### src/rtl/usb_rx_pkg.sv
// Shared types and constants for the USB receive-path packet decoder.
//   pid_kind_t  : packet class reported on pid_kind (SPECIAL shares the NONE code)
//   rx_state_t  : decoder FSM states
//   PID_*       : frequently used 4-bit PID values
//   len_rule_ok : payload length rule per packet class
package usb_rx_pkg;

  typedef enum logic [1:0] {
    KIND_NONE   = 2'b00,
    KIND_TOKEN  = 2'b01,
    KIND_HSHAKE = 2'b10,
    KIND_DATA   = 2'b11
  } pid_kind_t;

  typedef enum logic [2:0] {
    ST_IDLE    = 3'd0,
    ST_PID     = 3'd1,
    ST_PAYLOAD = 3'd2,
    ST_CHECK   = 3'd3,
    ST_ERROR   = 3'd4
  } rx_state_t;

  localparam logic [3:0] PID_OUT   = 4'h1;
  localparam logic [3:0] PID_ACK   = 4'h2;
  localparam logic [3:0] PID_DATA0 = 4'h3;
  localparam logic [3:0] PID_IN    = 4'h9;

  // Token payload is ADDR+ENDP+CRC5 (16 bits); handshakes carry nothing;
  // data payloads are whole bytes and at least the CRC16. SPECIAL is unchecked.
  function automatic logic len_rule_ok(input pid_kind_t kind, input int unsigned len);
    logic ok;
    case (kind)
      KIND_TOKEN:  ok = (len == 32'd16);
      KIND_HSHAKE: ok = (len == 32'd0);
      KIND_DATA:   ok = (len >= 32'd16) && (len[2:0] == 3'd0);
      default:     ok = 1'b1;
    endcase
    return ok;
  endfunction

endpackage

### src/rtl/rx_pkt_decoder_if.sv
// Bus between the bit unstuffer / protocol FSM / CRC checker and the decoder.
//   master : drives abort, start_decode, s_in, s_valid, end_decode, err_ack
//   slave  : the decoder; drives the forwarded bit stream, CRC strobes,
//            captured PID/kind, payload length, completion and error flags
interface rx_pkt_decoder_if #(
  parameter int LEN_W = 14
);
  import usb_rx_pkg::*;

  logic             abort;
  logic             start_decode;
  logic             s_in;
  logic             s_valid;
  logic             end_decode;
  logic             err_ack;
  logic             s_out;
  logic             s_out_valid;
  logic             start_rc_crc;
  logic             end_rc_crc;
  logic [3:0]       pid;
  pid_kind_t        pid_kind;
  logic [LEN_W-1:0] pkt_len;
  logic             pkt_done;
  logic             PID_error;
  logic             len_error;
  logic             busy;

  modport master (
    output abort, start_decode, s_in, s_valid, end_decode, err_ack,
    input  s_out, s_out_valid, start_rc_crc, end_rc_crc, pid, pid_kind,
           pkt_len, pkt_done, PID_error, len_error, busy
  );

  modport slave (
    input  abort, start_decode, s_in, s_valid, end_decode, err_ack,
    output s_out, s_out_valid, start_rc_crc, end_rc_crc, pid, pid_kind,
           pkt_len, pkt_done, PID_error, len_error, busy
  );

endinterface

### src/rtl/rx_pkt_decoder_pid_shift_check.sv
// PID capture: 8-bit LSB-first shift register with a 3-bit bit counter and
// the complement / kind legality check, evaluated on the 8th bit.
//   clr_i      : clear shifter and counter (abort)
//   start_i    : load bit_i as PID bit 0
//   shift_i    : shift in bit_i as the next PID bit
//   pid_done_o : this cycle carries PID bit 7
//   pid_ok_o   : complete byte is a legal PID (valid only with pid_done_o)
//   pid_o      : low nibble of the complete byte
//   kind_o     : packet class from PID[1:0]
module pid_shift_check
  import usb_rx_pkg::*;
#(
  parameter bit ALLOW_SPECIAL = 1'b0
) (
  input  logic       clk,
  input  logic       rst_n,
  input  logic       clr_i,
  input  logic       start_i,
  input  logic       shift_i,
  input  logic       bit_i,
  output logic       pid_done_o,
  output logic       pid_ok_o,
  output logic [3:0] pid_o,
  output pid_kind_t  kind_o
);

  logic [7:0] sr_q, sr_d;
  logic [2:0] cnt_q, cnt_d;
  logic [7:0] byte_s;

  // Byte as it will look once bit_i is shifted in; complete when cnt_q==7.
  always_comb begin
    byte_s     = {bit_i, sr_q[7:1]};
    pid_done_o = shift_i && (cnt_q == 3'd7);
    pid_o      = byte_s[3:0];
    kind_o     = pid_kind_t'(byte_s[1:0]);
    pid_ok_o   = (byte_s[7:4] == ~byte_s[3:0]) &&
                 (ALLOW_SPECIAL || (byte_s[1:0] != 2'b00));
  end

  // Shifter / counter next state; the start bit is PID bit 0.
  always_comb begin
    sr_d  = sr_q;
    cnt_d = cnt_q;
    if (clr_i) begin
      sr_d  = 8'h00;
      cnt_d = 3'd0;
    end else if (start_i) begin
      sr_d  = byte_s;
      cnt_d = 3'd1;
    end else if (shift_i) begin
      sr_d  = byte_s;
      cnt_d = cnt_q + 3'd1;
    end else begin
      sr_d  = sr_q;
      cnt_d = cnt_q;
    end
  end

  // Shifter / counter registers.
  always_ff @(posedge clk) begin
    if (!rst_n) begin
      sr_q  <= 8'h00;
      cnt_q <= 3'd0;
    end else begin
      sr_q  <= sr_d;
      cnt_q <= cnt_d;
    end
  end

endmodule

### src/rtl/rx_pkt_decoder.sv
// Receive-path packet decoder: captures and validates the PID, classifies the
// packet, forwards payload bits to the CRC checker with start/end strobes,
// checks the per-kind payload length and holds error flags until err_ack.
//   clk, rst_n : clock, synchronous active-low reset
//   bus        : rx_pkt_decoder_if slave (serial input, control pulses,
//                forwarded stream, CRC strobes, pid/kind/len, flags, busy)
module rx_pkt_decoder
  import usb_rx_pkg::*;
#(
  parameter int MAX_BITS      = 8200,
  parameter int LEN_W         = $clog2(MAX_BITS + 2),
  parameter bit ALLOW_SPECIAL = 1'b0
) (
  input logic             clk,
  input logic             rst_n,
  rx_pkt_decoder_if.slave bus
);

  localparam logic [LEN_W-1:0] LEN_ZERO = {LEN_W{1'b0}};
  localparam logic [LEN_W-1:0] LEN_ONE  = {{(LEN_W-1){1'b0}}, 1'b1};
  localparam logic [LEN_W-1:0] LEN_MAX  = LEN_W'(MAX_BITS);
  localparam logic [LEN_W-1:0] LEN_SAT  = LEN_W'(MAX_BITS + 1);

  rx_state_t        state_q, state_d;
  logic [3:0]       pid_q, pid_d;
  pid_kind_t        kind_q, kind_d;
  logic [LEN_W-1:0] len_q, len_d;
  logic             pid_err_q, pid_err_d;
  logic             len_err_q, len_err_d;
  logic             done_q, done_d;

  logic             pid_clr_s, pid_start_s, pid_shift_s;
  logic             pid_done_s, pid_ok_s;
  logic [3:0]       pid_val_s;
  pid_kind_t        pid_kind_s;
  logic             crc_en_s;

  pid_shift_check #(
    .ALLOW_SPECIAL(ALLOW_SPECIAL)
  ) u_pid (
    .clk        (clk),
    .rst_n      (rst_n),
    .clr_i      (pid_clr_s),
    .start_i    (pid_start_s),
    .shift_i    (pid_shift_s),
    .bit_i      (bus.s_in),
    .pid_done_o (pid_done_s),
    .pid_ok_o   (pid_ok_s),
    .pid_o      (pid_val_s),
    .kind_o     (pid_kind_s)
  );

  // FSM next state, captured fields, length counter and flags; abort first.
  always_comb begin
    state_d     = state_q;
    pid_d       = pid_q;
    kind_d      = kind_q;
    len_d       = len_q;
    pid_err_d   = pid_err_q;
    len_err_d   = len_err_q;
    done_d      = 1'b0;
    pid_clr_s   = 1'b0;
    pid_start_s = 1'b0;
    pid_shift_s = 1'b0;
    if (bus.abort) begin
      state_d   = ST_IDLE;
      pid_d     = 4'h0;
      kind_d    = KIND_NONE;
      len_d     = LEN_ZERO;
      pid_err_d = 1'b0;
      len_err_d = 1'b0;
      pid_clr_s = 1'b1;
    end else begin
      case (state_q)
        ST_IDLE: begin
          if (bus.start_decode) begin
            state_d     = ST_PID;
            len_d       = LEN_ZERO;
            pid_start_s = 1'b1;
          end else begin
            state_d = ST_IDLE;
          end
        end
        ST_PID: begin
          pid_shift_s = bus.s_valid && !bus.end_decode;
          if (bus.end_decode) begin
            state_d   = ST_ERROR;
            pid_err_d = 1'b1;
          end else if (pid_done_s && pid_ok_s) begin
            state_d = ST_PAYLOAD;
            pid_d   = pid_val_s;
            kind_d  = pid_kind_s;
          end else if (pid_done_s) begin
            state_d   = ST_ERROR;
            pid_err_d = 1'b1;
          end else begin
            state_d = ST_PID;
          end
        end
        ST_PAYLOAD: begin
          // The verdict is registered here so pkt_done / len_error show in CHECK.
          if (bus.end_decode) begin
            state_d = ST_CHECK;
            if (len_rule_ok(kind_q, 32'(len_q))) begin
              done_d = 1'b1;
            end else begin
              len_err_d = 1'b1;
            end
          end else if (bus.s_valid) begin
            len_d = (len_q == LEN_SAT) ? len_q : (len_q + LEN_ONE);
            if (len_q >= LEN_MAX) begin
              state_d   = ST_ERROR;
              len_err_d = 1'b1;
            end else begin
              state_d = ST_PAYLOAD;
            end
          end else begin
            state_d = ST_PAYLOAD;
          end
        end
        ST_CHECK: begin
          state_d = len_err_q ? ST_ERROR : ST_IDLE;
        end
        ST_ERROR: begin
          if (bus.err_ack) begin
            state_d   = ST_IDLE;
            pid_err_d = 1'b0;
            len_err_d = 1'b0;
          end else begin
            state_d = ST_ERROR;
          end
        end
        default: begin
          state_d = ST_IDLE;
        end
      endcase
    end
  end

  // Forwarded stream and CRC strobes; handshakes never reach the CRC checker.
  always_comb begin
    crc_en_s         = (kind_q != KIND_HSHAKE) && !bus.abort;
    bus.s_out        = bus.s_in;
    bus.s_out_valid  = bus.s_valid && (state_q == ST_PAYLOAD);
    bus.start_rc_crc = bus.s_out_valid && (len_q == LEN_ZERO) && crc_en_s;
    bus.end_rc_crc   = (state_q == ST_PAYLOAD) && bus.end_decode &&
                       (len_q != LEN_ZERO) && crc_en_s;
    bus.pid          = pid_q;
    bus.pid_kind     = kind_q;
    bus.pkt_len      = len_q;
    bus.pkt_done     = done_q;
    bus.PID_error    = pid_err_q;
    bus.len_error    = len_err_q;
    bus.busy         = (state_q != ST_IDLE);
  end

  // State and output registers.
  always_ff @(posedge clk) begin
    if (!rst_n) begin
      state_q   <= ST_IDLE;
      pid_q     <= 4'h0;
      kind_q    <= KIND_NONE;
      len_q     <= LEN_ZERO;
      pid_err_q <= 1'b0;
      len_err_q <= 1'b0;
      done_q    <= 1'b0;
    end else begin
      state_q   <= state_d;
      pid_q     <= pid_d;
      kind_q    <= kind_d;
      len_q     <= len_d;
      pid_err_q <= pid_err_d;
      len_err_q <= len_err_d;
      done_q    <= done_d;
    end
  end

endmodule

### src/flat_wrapper.sv
// flat-port wrapper written by rule: the top's interface ports become plain ports
module rx_pkt_decoder_flat import usb_rx_pkg::*;
#(
  parameter int MAX_BITS      = 8200,
  parameter int LEN_W         = $clog2(MAX_BITS + 2),
  parameter bit ALLOW_SPECIAL = 1'b0
)
  (clk, rst_n, bus_abort, bus_start_decode, bus_s_in, bus_s_valid, bus_end_decode, bus_err_ack, bus_s_out, bus_s_out_valid, bus_start_rc_crc, bus_end_rc_crc, bus_pid, bus_pid_kind, bus_pkt_len, bus_pkt_done, bus_PID_error, bus_len_error, bus_busy);
  rx_pkt_decoder_if #(.LEN_W(LEN_W)) bus_i ();
  input logic clk;
  input logic rst_n;
  input wire logic [$bits(bus_i.abort)-1:0] bus_abort;
  input wire logic [$bits(bus_i.start_decode)-1:0] bus_start_decode;
  input wire logic [$bits(bus_i.s_in)-1:0] bus_s_in;
  input wire logic [$bits(bus_i.s_valid)-1:0] bus_s_valid;
  input wire logic [$bits(bus_i.end_decode)-1:0] bus_end_decode;
  input wire logic [$bits(bus_i.err_ack)-1:0] bus_err_ack;
  output wire logic [$bits(bus_i.s_out)-1:0] bus_s_out;
  output wire logic [$bits(bus_i.s_out_valid)-1:0] bus_s_out_valid;
  output wire logic [$bits(bus_i.start_rc_crc)-1:0] bus_start_rc_crc;
  output wire logic [$bits(bus_i.end_rc_crc)-1:0] bus_end_rc_crc;
  output wire logic [$bits(bus_i.pid)-1:0] bus_pid;
  output wire logic [$bits(bus_i.pid_kind)-1:0] bus_pid_kind;
  output wire logic [$bits(bus_i.pkt_len)-1:0] bus_pkt_len;
  output wire logic [$bits(bus_i.pkt_done)-1:0] bus_pkt_done;
  output wire logic [$bits(bus_i.PID_error)-1:0] bus_PID_error;
  output wire logic [$bits(bus_i.len_error)-1:0] bus_len_error;
  output wire logic [$bits(bus_i.busy)-1:0] bus_busy;
  assign bus_i.abort = bus_abort;
  assign bus_i.start_decode = bus_start_decode;
  assign bus_i.s_in = bus_s_in;
  assign bus_i.s_valid = bus_s_valid;
  assign bus_i.end_decode = bus_end_decode;
  assign bus_i.err_ack = bus_err_ack;
  assign bus_s_out = bus_i.s_out;
  assign bus_s_out_valid = bus_i.s_out_valid;
  assign bus_start_rc_crc = bus_i.start_rc_crc;
  assign bus_end_rc_crc = bus_i.end_rc_crc;
  assign bus_pid = bus_i.pid;
  assign bus_pid_kind = bus_i.pid_kind;
  assign bus_pkt_len = bus_i.pkt_len;
  assign bus_pkt_done = bus_i.pkt_done;
  assign bus_PID_error = bus_i.PID_error;
  assign bus_len_error = bus_i.len_error;
  assign bus_busy = bus_i.busy;
  rx_pkt_decoder #(.MAX_BITS(MAX_BITS), .LEN_W(LEN_W), .ALLOW_SPECIAL(ALLOW_SPECIAL)) u_core (.clk(clk), .rst_n(rst_n), .bus(bus_i));
endmodule
### config.mk
export PLATFORM = sky130hd
export DESIGN_NAME = rx_pkt_decoder_flat
export DESIGN_NICKNAME = d
export VERILOG_FILES = /design/src/rtl/usb_rx_pkg.sv /design/src/rtl/rx_pkt_decoder_if.sv /design/src/rtl/rx_pkt_decoder_pid_shift_check.sv /design/src/rtl/rx_pkt_decoder.sv /design/src/flat_wrapper.sv
export SDC_FILE = /design/constraint.sdc
export NUM_CORES = 1
export LEC_CHECK = 0
export CORE_ASPECT_RATIO = 0.5
export CORE_MARGIN = 10
export CORE_UTILIZATION = 40
export DETAILED_ROUTE_END_ITERATION = 10
export PLACE_DENSITY = 0.64
export SLEW_MARGIN = 25
export SYNTH_ARGS = -nofsm -noshare
export SYNTH_HDL_FRONTEND = slang
export SYNTH_SLANG_ARGS = --single-unit
export TNS_END_PERCENT = 1
### constraint.sdc
create_clock -name clk -period 4.02 [get_ports clk]
set_input_delay 0.603 -clock clk [delete_from_list [all_inputs] [get_ports clk]]
set_output_delay 0.603 -clock clk [all_outputs]
set_load 0.02 [all_outputs]
==> results.toml, run 1 <==
[outcome]
status = "completed"

[timing]
fin_crit_ns = 2.78
slew_violations = 0
period_share = 0.691
fmax_mhz = 360
relSlewSlack = 0.648
tns_ns = 0
rsz0062_at_grt = "no"
final-setup-viol-count = 0
skew_ns = 0.00575
tightestPinTransition_ns = 0.527
hold_viol = 0

[logic_synthesis]
yosys.area.top_type = "dfxtp_1"
synth-seq-cells = 34
synth_edf_count = 0
seq_area_frac_synth = 0.356
synth_nets = 225
ys.flop_type = "dfxtp_1"
async_flop_share = 0
synthTopCellsByArea = "dfxtp_1 (36%), mux2i_1 (7.3%), nor2_1 (5.9%), xnor2_1 (4.1%), nor4_2 (3.9%)"
yosysTopAreaCellShare = 0.356
synthCells = 212
yosysWarnings = 0
synth.distinct_cells = 48
synth_area_um2 = 1910
syn_avg_cell_area_um2 = 9.02

[critical_path]
cp_max_fo = 9
startpoint_type = "register"
rr_worst_depth = 5
cp.required_ns = 3.42
arrival_ns = 2.18
worstReg2RegStart = "u_core.state_q[2]$_SDFF_PP0_"
crit_type = "reg -> out"
reg2reg_setup_slack_ns = 2.27
timing.rr.end = "u_core.bus.pkt_len[12]$_SDFFE_PP0P_"
cp-end-kind = "output pin"

[final_layout]
drive_gt1_frac = 0.101
layout.cells.most_common_list = "clkdlybuf4s50_1 (35), dfxtp_1 (34), nor2_1 (30)"
final_common_cell = "clkdlybuf4s50_1"
final_area_um2 = 2390
fin_nets = 259
antenna_cells = 0
synthToLayoutAreaGrowth_pct = 25.1

[route]
post_drt_wl_per_cell_um = 14.5
top_layer = "met4"
wl_met2_mm = 2.20
drc_errors = 0
drt-initial-drc-count = 100
wl_met3_um = 192
via_per_inst = 5.16
routed_wirelength_mm = 4.53
ant_nets = 0
num_vias = 1615
wl_met1_mm = 2.09
first_pass_iters = 4

[min_path]
hold_end = "u_core.bus.PID_error$_SDFFE_PP0P_"
hp-start = "u_core.bus.PID_error$_SDFFE_PP0P_"
hold_class = "reg -> reg"
hold_path_depth = 2

[clock_network]
cts_max_level = 2
cts_hold_buffers = 0
clock_sinks = 34
cts_tree = "done"
clockRootBuffer = "clkbuf_8"
clkTransAtPathRegs_ns = 0.07
cts_resized = 0
post_cts_buffers = 0
clockBufferDepth = 2
clk_latency_ns = 0.28
cts_buffers = 5

[floorplan]
core-area_um2 = 4510
start_util = 0.424
die_h_um = 68.9
die_x_um = 118
io_pins = 36
rows = 17
dieArea_um2 = 8120

[global_route]
grt_pass1_wl_mm = 7.74
grt-ovfl-total = 0
grt_use_total = 0.115
first_global_vias = 1561
antenna_found_initial = 0
grt_start_max_net_pins = 20

[placed_design]
dp_hpwl_mm = 3.51
dpl_cell_area_um2 = 2300
port_buffers = 35
routabilityCongestion = 0.835

[pwr]
ir_drop_v = 0.000192
power_density_nw_per_um2 = 268
power.leakage_uw = 0.000792

[flow_run]
maxCapViolations = 0
final cells by class:
| type | count | area [um2] |
|---|---|---|
| clock inverter | 1 | 5.00 |
| fill | 435 | 2120 |
| tap | 66 | 82.6 |
| sequential | 34 | 681 |
| inverter | 10 | 37.5 |
| multi-input combinational | 159 | 1140 |
| clock buffer | 7 | 86.3 |
| timing repair buffer | 36 | 358 |
worst max-delay path, stage by stage, from the launching register on:
cell and delay [ns]:
dfxtp_1 0.40, inv_1 0.11, ha_1 0.15, nand2b_1 0.07
nor3_1 0.13, and4_1 0.26, and3_1 0.17, clkdlybuf4s50_1 0.61
through the flow:
stage	utilization	power (uW)	instances	setup slack (ns)	hold WS, ns
floorplan	-	375	212	1.96	0.468
global placement	0.511	390	305	1.32	0.435
detailed placement	0.511	391	305	1.25	0.439
CTS	0.531	646	313	1.23	0.453
global route	0.531	668	313	1.10	0.476
finish	0.531	642	313	1.24	0.447
report_power, final:
group          switching, uW  total [uW]  internal, uW  leakage (uW)
combinational           24.8        42.7          17.9      0.000470
clock                    120         258           138     0.0000482
sequential              2.33         340           338      0.000274
flip-flops by register name, summed over array words and instances (netlist names):
signal                cells
u_core.bus.len_error      1
u_core.u_pid.cnt_q        3
u_core.bus.PID_error      1
u_core.bus.pid_kind       1
u_core.bus.pid            3
u_core.bus.pkt_len       14
u_core.u_pid.sr_q         7
u_core.bus.pkt_done       1
u_core.state_q            3
logic make-up (layout without fill, tap and decap cells):
logic type | after synthesis | count (layout) | share of synthesized area
and+or+nand+nor | 98 | 98 | 0.318
DFF | 34 | 34 | 0.356
AOI/OAI and AO/OA | 29 | 29 | 0.114
buffers and inverters | 19 | 54 | 0.0464
muxes | 14 | 14 | 0.0732
xor gates and xnor gates | 13 | 13 | 0.0595
adders and majority gates | 5 | 5 | 0.0327
per-layer routing:
metal  vias to the layer above  GRT usage
met5                         -          0
met4                         0     0.0321
met3                         6     0.0348
met2                        29      0.208
met1                       758      0.133
li1                        822          -
synthesized netlist by cell type, types with 5 or more instances:
cell type,n
inv_1,10
a21oi_1,10
nor2_1,30
nor2b_1,5
dfxtp_1,34
nor4_2,6
mux2i_1,14
nand3_1,9
nand2_1,14
nor3_1,7
nand4_1,5
xnor2_1,9
ha_1,5
worst max-delay path by stage:
| stage | startpoint | to | slack [ns] | cells past startpoint |
|---|---|---|---|---|
| 2_1_floorplan | u_core.bus.pkt_len[0]$_SDFFE_PP0P_ | bus_end_rc_crc | 1.96 | 6 |
| 3_3_place_gp | bus_abort | bus_end_rc_crc | 1.32 | 5 |
| 3_5_place_dp | bus_abort | bus_end_rc_crc | 1.25 | 5 |
| 4_1_cts | u_core.bus.pkt_len[0]$_SDFFE_PP0P_ | bus_start_rc_crc | 1.23 | 7 |
| 5_1_grt | u_core.bus.pkt_len[0]$_SDFFE_PP0P_ | bus_start_rc_crc | 1.10 | 7 |
| 6_report | u_core.bus.pkt_len[0]$_SDFFE_PP0P_ | bus_start_rc_crc | 1.24 | 7 |
Power figures use the tool's default switching activity.
==> inputs of run 2 (changes only) <==
- clock period: 4.02 -> 2.8 ns (I/O delays scaled with it)
==> results.toml, run 2 (synthesis results as in run 1) <==
[outcome]
status = "completed"

[timing]
hold_viol = 0
tns_ns = 0
relSlewSlack = 0.666
period_share = 0.925
final-setup-viol-count = 0
rsz0062_at_grt = "no"
slew_violations = 0
holdWs_ns = 0.450
skew_ns = 0.00295
fin_crit_ns = 2.59
setup_slack_ns = 0.211
fmax_mhz = 386
tightestPinTransition_ns = 0.500

[global_route]
antenna_found_initial = 0
grt_pass1_wl_mm = 7.56
grt-ovfl-total = 0
grt_start_max_net_pins = 19
first_global_vias = 1547
grt_use_total = 0.115

[placed_design]
placed_cells = 305
dp_hpwl_mm = 3.48
pre_cts_ws_ns = 0.412
routabilityCongestion = 0.825
port_buffers = 35

[route]
first_pass_iters = 4
routed_wirelength_mm = 4.54
drc_errors = 0
num_vias = 1613
via_per_inst = 5.15
post_drt_wl_per_cell_um = 14.5
drt-initial-drc-count = 82
ant_nets = 0

[critical_path]
worstReg2RegStart = "u_core.state_q[2]$_SDFF_PP0_"
startpoint_type = "register"
cp-end-kind = "output pin"
arrival_ns = 2.17
crit_start = "u_core.bus.pkt_len[0]$_SDFFE_PP0P_"
rr_worst_depth = 5
crit_chain = "inv_1, ha_1, nand2b_1, nor3_1, and4_1, nor2_1, clkdlybuf4s50_1"
cp_max_fo = 9
crit_path_top_delay_cell = "clkdlybuf4s50_1"
crit_type = "reg -> out"
cp.required_ns = 2.38
critPathMaxStageDelay_ns = 0.61

[final_layout]
drive_gt1_frac = 0.105
antenna_cells = 0
fillCellCount = 461
largest_reg_flops = 14
fin_nets = 259
stdcell_count = 313
layout.cells.most_common_list = "clkdlybuf4s50_1 (34), dfxtp_1 (34), nor2_1 (30)"
synthToLayoutAreaGrowth_pct = 26.2

[flow_run]
maxCapViolations = 0

[min_path]
hold_class = "reg -> reg"
hp-start = "u_core.bus.PID_error$_SDFFE_PP0P_"
hold_path_depth = 2

[clock_network]
post_cts_buffers = 0
cts_max_level = 2
clock_sinks = 34
cts_buffers = 5
cts_tree = "done"
clockBufferDepth = 2
clkTransAtPathRegs_ns = 0.07
clk_latency_ns = 0.29
clockRootBuffer = "clkbuf_8"

[floorplan]
rows = 17
dieArea_um2 = 8120
io_pins = 36
die_x_um = 118
core-area_um2 = 4510
die_h_um = 68.9
start_util = 0.424

[pwr]
power_density_nw_per_um2 = 413
power.leakage_uw = 0.000821
ir_drop_v = 0.000217
-- run 2: worst max-delay path: cells and delay by family (launching register included) --
family / cells / cell delay [ns]
adder cells (fa/ha/maj): 1 / 0.20
buffers and inverters: 2 / 0.71
flip-flops: 1 / 0.49
AND/OR/NAND/NOR: 4 / 0.48
-- run 2: path summary, 6_finish.rpt --
path / to / slack [ns]
hold reg to reg: u_core.bus.PID_error$_SDFFE_PP0P_ / 0.45
setup / recovery: bus_end_rc_crc / 0.21
setup reg to reg: u_core.bus.pkt_len[12]$_SDFFE_PP0P_ / 1.07
hold / removal: u_core.bus.PID_error$_SDFFE_PP0P_ / 0.45
-- run 2: layout make-up --
class	instances	area [um2]	share of cell area
timing repair buffer	36	360	0.149
tap	66	82.6	0.0342
clock inverter	3	40.0	0.0166
clock buffer	5	68.8	0.0285
multi-input combinational	159	1140	0.474
inverter	10	37.5	0.0156
sequential	34	681	0.282
-- run 2: power breakdown --
part	leakage, uW	switching (uW)	internal, uW	total (uW)
registers	0.000274	3.36	485	489
logic	0.000489	35.6	25.7	61.3
clock network	0.0000579	185	262	447
-- run 2: what timing repair did --
item | in CTS | in global routing
hold buffers | 0 | 0
setup endpoints to repair | 0 | 1
resized for setup | 0 | 1
-- run 2: metal layers --
layer  part of all wire  global-route usage  vias up
met4              0.023              0.0627        0
li1                   -                   -      825
met3              0.047              0.0372       10
met5                  0                   0        -
met1               0.47               0.129      754
met2               0.46               0.198       24
-- run 2: per-stage QoR --
step                      utilization  cell area (um2)  power (uW)
after global placement          0.511             2300         561
after global routing            0.535             2410        1040
final                           0.535             2410         997
after detailed placement        0.511             2300         561
after floorplan                     -             1910         539
after CTS                       0.535             2410        1010
